===== src/rtl/vga_plot_arbiter_pkg.sv =====
// vga_plot_arbiter_pkg: shared VGA pixel-port widths, screen size and arbiter state encoding
package vga_plot_arbiter_pkg;
  localparam int VGA_X_W = 8;
  localparam int VGA_Y_W = 7;
  localparam int VGA_C_W = 3;
  localparam int VGA_W = 160;
  localparam int VGA_H = 120;
  typedef enum logic {ST_IDLE, ST_GRANT} state_t;
endpackage


===== src/rtl/vga_plot_arbiter_prio_enc.sv =====
// plot_prio_enc: combinational lowest-index-set encoder
//  valid      in   N        request vector
//  idx        out  IW       index of the lowest set bit (0 when none set)
//  any_valid  out  1        at least one bit of valid is set
module plot_prio_enc #(
  parameter int N = 4,
  localparam int IW = (N > 1) ? $clog2(N) : 1
) (
  input  logic [N-1:0]  valid,
  output logic [IW-1:0] idx,
  output logic          any_valid
);
  always_comb begin
    idx = '0;
    for (int i = N - 1; i >= 0; i--) if (valid[i]) idx = IW'(i);
  end
  assign any_valid = |valid;
endmodule


===== src/rtl/vga_plot_arbiter.sv =====
// vga_plot_arbiter: shares the vga_adapter pixel-write port among N burst producers
//  clk, reset           clock, synchronous active-high reset
//  req_valid/req_last   per-requester pixel valid and end-of-burst flag
//  req_x/req_y/req_colour  packed per-requester pixel slices
//  req_ready            one-hot ready for the granted requester while in GRANT
//  vga_x/vga_y/vga_colour/vga_plot  registered pixel write, one cycle after accept
//  busy                 high while a burst is granted
//  grant_idx            current or most recent owner
//  burst_done           one-cycle pulse after a burst ends (last pixel or timeout)
module vga_plot_arbiter
  import vga_plot_arbiter_pkg::*;
#(
  parameter int N = 4,
  parameter int TIMEOUT = 255,
  localparam int IW = (N > 1) ? $clog2(N) : 1
) (
  input  logic                   clk,
  input  logic                   reset,
  input  logic [N-1:0]           req_valid,
  input  logic [N-1:0]           req_last,
  input  logic [N*VGA_X_W-1:0]   req_x,
  input  logic [N*VGA_Y_W-1:0]   req_y,
  input  logic [N*VGA_C_W-1:0]   req_colour,
  output logic [N-1:0]           req_ready,
  output logic [VGA_X_W-1:0]     vga_x,
  output logic [VGA_Y_W-1:0]     vga_y,
  output logic [VGA_C_W-1:0]     vga_colour,
  output logic                   vga_plot,
  output logic                   busy,
  output logic [IW-1:0]          grant_idx,
  output logic                   burst_done
);
  state_t state, state_nx;
  logic [IW-1:0] enc_idx;
  logic any_valid, accept, last, timeout;
  logic [7:0] idle_cnt;
  plot_prio_enc #(.N(N)) u_enc (.valid(req_valid), .idx(enc_idx), .any_valid(any_valid));
  assign busy = state == ST_GRANT;
  // timeout fires on the no-accept cycle that brings the idle count up to TIMEOUT
  always_comb begin
    req_ready = '0;
    if (busy) req_ready[grant_idx] = 1'b1;
    accept = busy & req_valid[grant_idx];
    last = accept & req_last[grant_idx];
    timeout = busy & ~accept & (TIMEOUT != 0) & (({1'b0, idle_cnt} + 9'd1) >= 9'(TIMEOUT));
    state_nx = busy ? ((last | timeout) ? ST_IDLE : ST_GRANT) : (any_valid ? ST_GRANT : ST_IDLE);
  end
  always_ff @(posedge clk) begin
    if (reset) state <= ST_IDLE;
    else state <= state_nx;
  end
  always_ff @(posedge clk) begin
    if (reset) begin
      grant_idx <= '0;
      idle_cnt <= '0;
      vga_x <= '0;
      vga_y <= '0;
      vga_colour <= '0;
      vga_plot <= 1'b0;
      burst_done <= 1'b0;
    end else begin
      vga_plot <= accept;
      burst_done <= last | timeout;
      if (accept) begin
        vga_x <= req_x[int'(grant_idx)*VGA_X_W +: VGA_X_W];
        vga_y <= req_y[int'(grant_idx)*VGA_Y_W +: VGA_Y_W];
        vga_colour <= req_colour[int'(grant_idx)*VGA_C_W +: VGA_C_W];
      end
      if (!busy && any_valid) grant_idx <= enc_idx;
      // cleared in IDLE so every burst starts with a fresh idle budget; saturates when TIMEOUT is 0
      idle_cnt <= (!busy || accept) ? '0 : ((idle_cnt == '1) ? idle_cnt : idle_cnt + 8'd1);
    end
  end
endmodule


===== config.mk =====
export PLATFORM = sky130hd
export DESIGN_NAME = vga_plot_arbiter
export DESIGN_NICKNAME = d
export VERILOG_FILES = /design/src/rtl/vga_plot_arbiter_pkg.sv /design/src/rtl/vga_plot_arbiter_prio_enc.sv /design/src/rtl/vga_plot_arbiter.sv
export SDC_FILE = /design/constraint.sdc
export NUM_CORES = 1
export LEC_CHECK = 0
export ABC_AREA = 1
export CAP_MARGIN = 20
export CORE_UTILIZATION = 39
export CTS_CLUSTER_DIAMETER = 100
export CTS_CLUSTER_SIZE = 16
export DETAILED_ROUTE_END_ITERATION = 8
export GPL_ROUTABILITY_DRIVEN = 0
export MAX_ROUTING_LAYER = met4
export PLACE_DENSITY = 0.91
export RECOVER_POWER = 100
export SYNTH_ARGS = -nofsm -noshare
export SYNTH_HDL_FRONTEND = slang
export SYNTH_SLANG_ARGS = --single-unit

===== constraint.sdc =====
create_clock -name clk -period 3.2 [get_ports clk]
set_input_delay 0.64 -clock clk [delete_from_list [all_inputs] [get_ports clk]]
set_output_delay 0.64 -clock clk [all_outputs]
set_load 0.01 [all_outputs]

==> results.json <==
{
  "outcome": "completed",
  "cellLeakagePower_nw": 1.202,
  "synth_fp_nets": 304,
  "yosysUniqueCellTypes": 25,
  "initialDrtViolationCount": 138,
  "detail_route.vias_per_cell": 5.566,
  "synth.yosys.seq_area_share_pct": 36.39,
  "core_area_um2": 4086,
  "finalSetupTns_ns": 0,
  "path_clk_slew_ns": 0.06,
  "ys.warnings.count": 0,
  "design.final.nets": 409,
  "globalRouteOverflowTotal": 0,
  "area.sequential_um2": 620.6,
  "power.clock.fraction_pct": 36.6,
  "total_power_consumption_of_the_routed_design_mw": 1.237,
  "ctsHoldBuffers": 0,
  "final_layout_size_suffix_gt1_share_pct": 6.135,
  "grt_max_degree": 39,
  "min_delay_path_depth": 2,
  "synthesis.area_per_instance_um2": 7.752,
  "n_antenna_cell": 0,
  "dpl_cell_area_um2": 2806,
  "boundaryPins": 109,
  "worst_r2r_startpoint": "grant_idx[0]",
  "finalCritPeriodShare_pct": 71.84,
  "multi_input_area_um2": 944.7,
  "fp.dieW_um": 68.13,
  "worst-setup-path-type": "register to register",
  "final.fill_count": 321,
  "ant_nets": 0,
  "whs_ns": 0.5250,
  "cts-root-buf": "sky130_fd_sc_hd__clkbuf_8",
  "drv_slew": 0,
  "reg2regPathDepth": 8,
  "layoutNonFillerInstCount": 376,
  "post-route-util_pct": 71.92,
  "arrival_ns": 2.46,
  "area_growth_syn_to_layout_pct": 72.34,
  "clock_tree_from_tritoncts": "done",
  "routedWlPerCell_um": 14.54,
  "timing.clock.skew_ns": 0.009832,
  "synth_commonest_cells": "sky130_fd_sc_hd__dfxtp_1 (31), sky130_fd_sc_hd__nand2_1 (30), sky130_fd_sc_hd__a21oi_1 (27)",
  "rr_endpoint": "busy",
  "min_from": "idle_cnt[0]",
  "via_count": 2093,
  "timing.critical_path.to_type": "register",
  "crit_fanout": 38,
  "synth.top_cell.area_share_pct": 36.39,
  "power_switching_share_pct": 24.94,
  "cts_buffer_depth": 2,
  "grt_antenna_before_repair": 0,
  "post_cts.repair.setup_buffers": 0,
  "post_synth_inst_count": 220,
  "clock_sink_count": 31,
  "drt_pass_1_iters": 4,
  "post-place-cells": 368,
  "synth.largest_area_cell": "sky130_fd_sc_hd__dfxtp_1",
  "clock_period_minus_final_worst_setup_slack_ns": 2.299,
  "die_h_um": 68.13,
  "worst_hold_path_type": "register to register",
  "worst_slew_margin_rel_pct": 39.91,
  "setup_ws_pre_cts_ns": 0.6367,
  "setup-violations-final": 0,
  "floorplan.die_area_um2": 4641,
  "fp-row-count": 23,
  "ir_worst_vdd_mv": 0.1941,
  "maxClockFrequency_ghz": 0.4350,
  "hold-path-endpoint": "idle_cnt[0]",
  "first_global_vias": 2072,
  "postSynth.topFlopCell": "sky130_fd_sc_hd__dfxtp_1",
  "synthesized_area_um2": 1705,
  "finalWirelength_um": 5468,
  "p_int_uw": 928.4,
  "switching_power_uw": 308.4,
  "worst_pin_slew_ns": 0.9013,
  "combPwrFrac_pct": 28.2,
  "finalHoldViolCount": 0,
  "portBuffers": 108,
  "rsz0062_at_grt": "false",
  "post_cts_resized": 0,
  "floorplan.initialDensity_pct": 41.73,
  "final_critical_path_setup_slack_ns": 0.9012,
  "worst-endpoint-required_ns": 3.36,
  "detailed_place_hpwl_um": 4087,
  "grt_use_total_pct": 26.25,
  "startpoint": "grant_idx[0]",
  "register_bit_count_reported_by_yosys": 31,
  "synth_area_leaders": "sky130_fd_sc_hd__dfxtp_1 (36%), sky130_fd_sc_hd__a22o_1 (9.2%), sky130_fd_sc_hd__a21oi_1 (7.9%), sky130_fd_sc_hd__a221oi_1 (7.7%), sky130_fd_sc_hd__nand2_1 (6.6%)",
  "finish.instance_area_um2": 2939,
  "wire_length_of_the_first_global_routing_pass_um": 8797,
  "post-synth-top-count-cell": "sky130_fd_sc_hd__dfxtp_1",
  "synth_enable_flop_cells": 0,
  "drc_errors": 0,
  "pwr_density_cell_nw_per_um2": 420.8,
  "sequentialPowerShare_pct": 35.2,
  "cts.htree.levels": 2,
  "setup.reg_to_reg.worst_slack_ns": 0.90,
  "worst_skew_pair.late_latency_ns": 0.28,
  "max-cap-violations": 0,
  "timing.critical_path.from_type": "register",
  "cts_buffers": 5,
  "proportion_of_register_bits_with_asynchronous_set_or_reset_after_synthesis_pct": 0
}
critical path, stage by stage, from the launching register on:
cell	delay [ns]
sky130_fd_sc_hd__dfxtp_1	0.43
sky130_fd_sc_hd__inv_1	0.11
sky130_fd_sc_hd__nor2_1	0.11
sky130_fd_sc_hd__buf_4	0.26
sky130_fd_sc_hd__a22oi_1	0.17
sky130_fd_sc_hd__a31oi_4	0.74
sky130_fd_sc_hd__nand2_1	0.15
sky130_fd_sc_hd__nand3_1	0.14
sky130_fd_sc_hd__a21oi_1	0.07
state kept, by name (all words and copies together), names as in the netlist:
register,cells
burst_done,1
busy,1
grant_idx,2
idle_cnt,8
vga_colour,3
vga_plot,1
vga_x,8
vga_y,7
placed cells by master, fill, tap and decap left out, types with 4 or more instances in the layout:
cell type                         synthesis  final
sky130_fd_sc_hd__o21ai_0                 20     20
sky130_fd_sc_hd__dlygate4sd3_1            0     28
sky130_fd_sc_hd__clkbuf_8                 0      5
sky130_fd_sc_hd__a21oi_1                 27     27
sky130_fd_sc_hd__nand3_1                 11     11
sky130_fd_sc_hd__a221oi_1                15     15
sky130_fd_sc_hd__a22o_1                  18     18
sky130_fd_sc_hd__clkdlybuf4s50_1          0     80
sky130_fd_sc_hd__nand2_1                 30     30
sky130_fd_sc_hd__buf_4                    3      4
sky130_fd_sc_hd__inv_1                   17     17
sky130_fd_sc_hd__nor2_1                  15     15
sky130_fd_sc_hd__dfxtp_1                 31     31
worst max path at each step:
stage,end,slack (ns),depth (start not counted)
final,busy,0.90,8
after global routing,vga_x[0],0.66,7
after CTS,busy,0.87,8
after detailed placement,busy,0.64,6
after global placement,busy,0.78,6
after floorplan,vga_x[6],1.70,6
routing by layer:
metal  routed length [µm]  up-vias  global-route usage (%)
li1                     -     1015                       -
met1                 2165      973                   25.68
met2                 2828       87                   46.69
met3                  312       18                   5.833
met4                  161        0                   16.15
met5                    0        -                       -
final cells by class:
class | instances | share of cell area [%]
Clock buffer | 6 | 2.469
Clock inverter | 2 | 2.043
Inverter | 18 | 2.299
Multi-Input combinational cell | 157 | 32.14
Sequential cell | 31 | 21.12
Tap cell | 50 | 2.129
Timing Repair Buffer | 112 | 37.80
power by group through the flow:
stage                     sequential (mW)  clock (mW)  combinational (mW)
after floorplan                     0.457           0               0.153
final                               0.435       0.452               0.349
after detailed placement            0.445           0               0.361
after global placement              0.443           0               0.351
after global routing                0.439       0.475               0.378
after CTS                           0.437       0.458               0.362
logic make-up (layout without fill, tap and decap cells):
kind of cell,after synthesis,after routing,share of synthesized area [%]
compound gates,93,93,37.64
fa+ha+maj,2,2,1.467
buf+inv,32,138,9.097
flops,31,31,36.39
simple gates,62,62,15.41
Note: power is estimated with default switching activity, not from simulation.
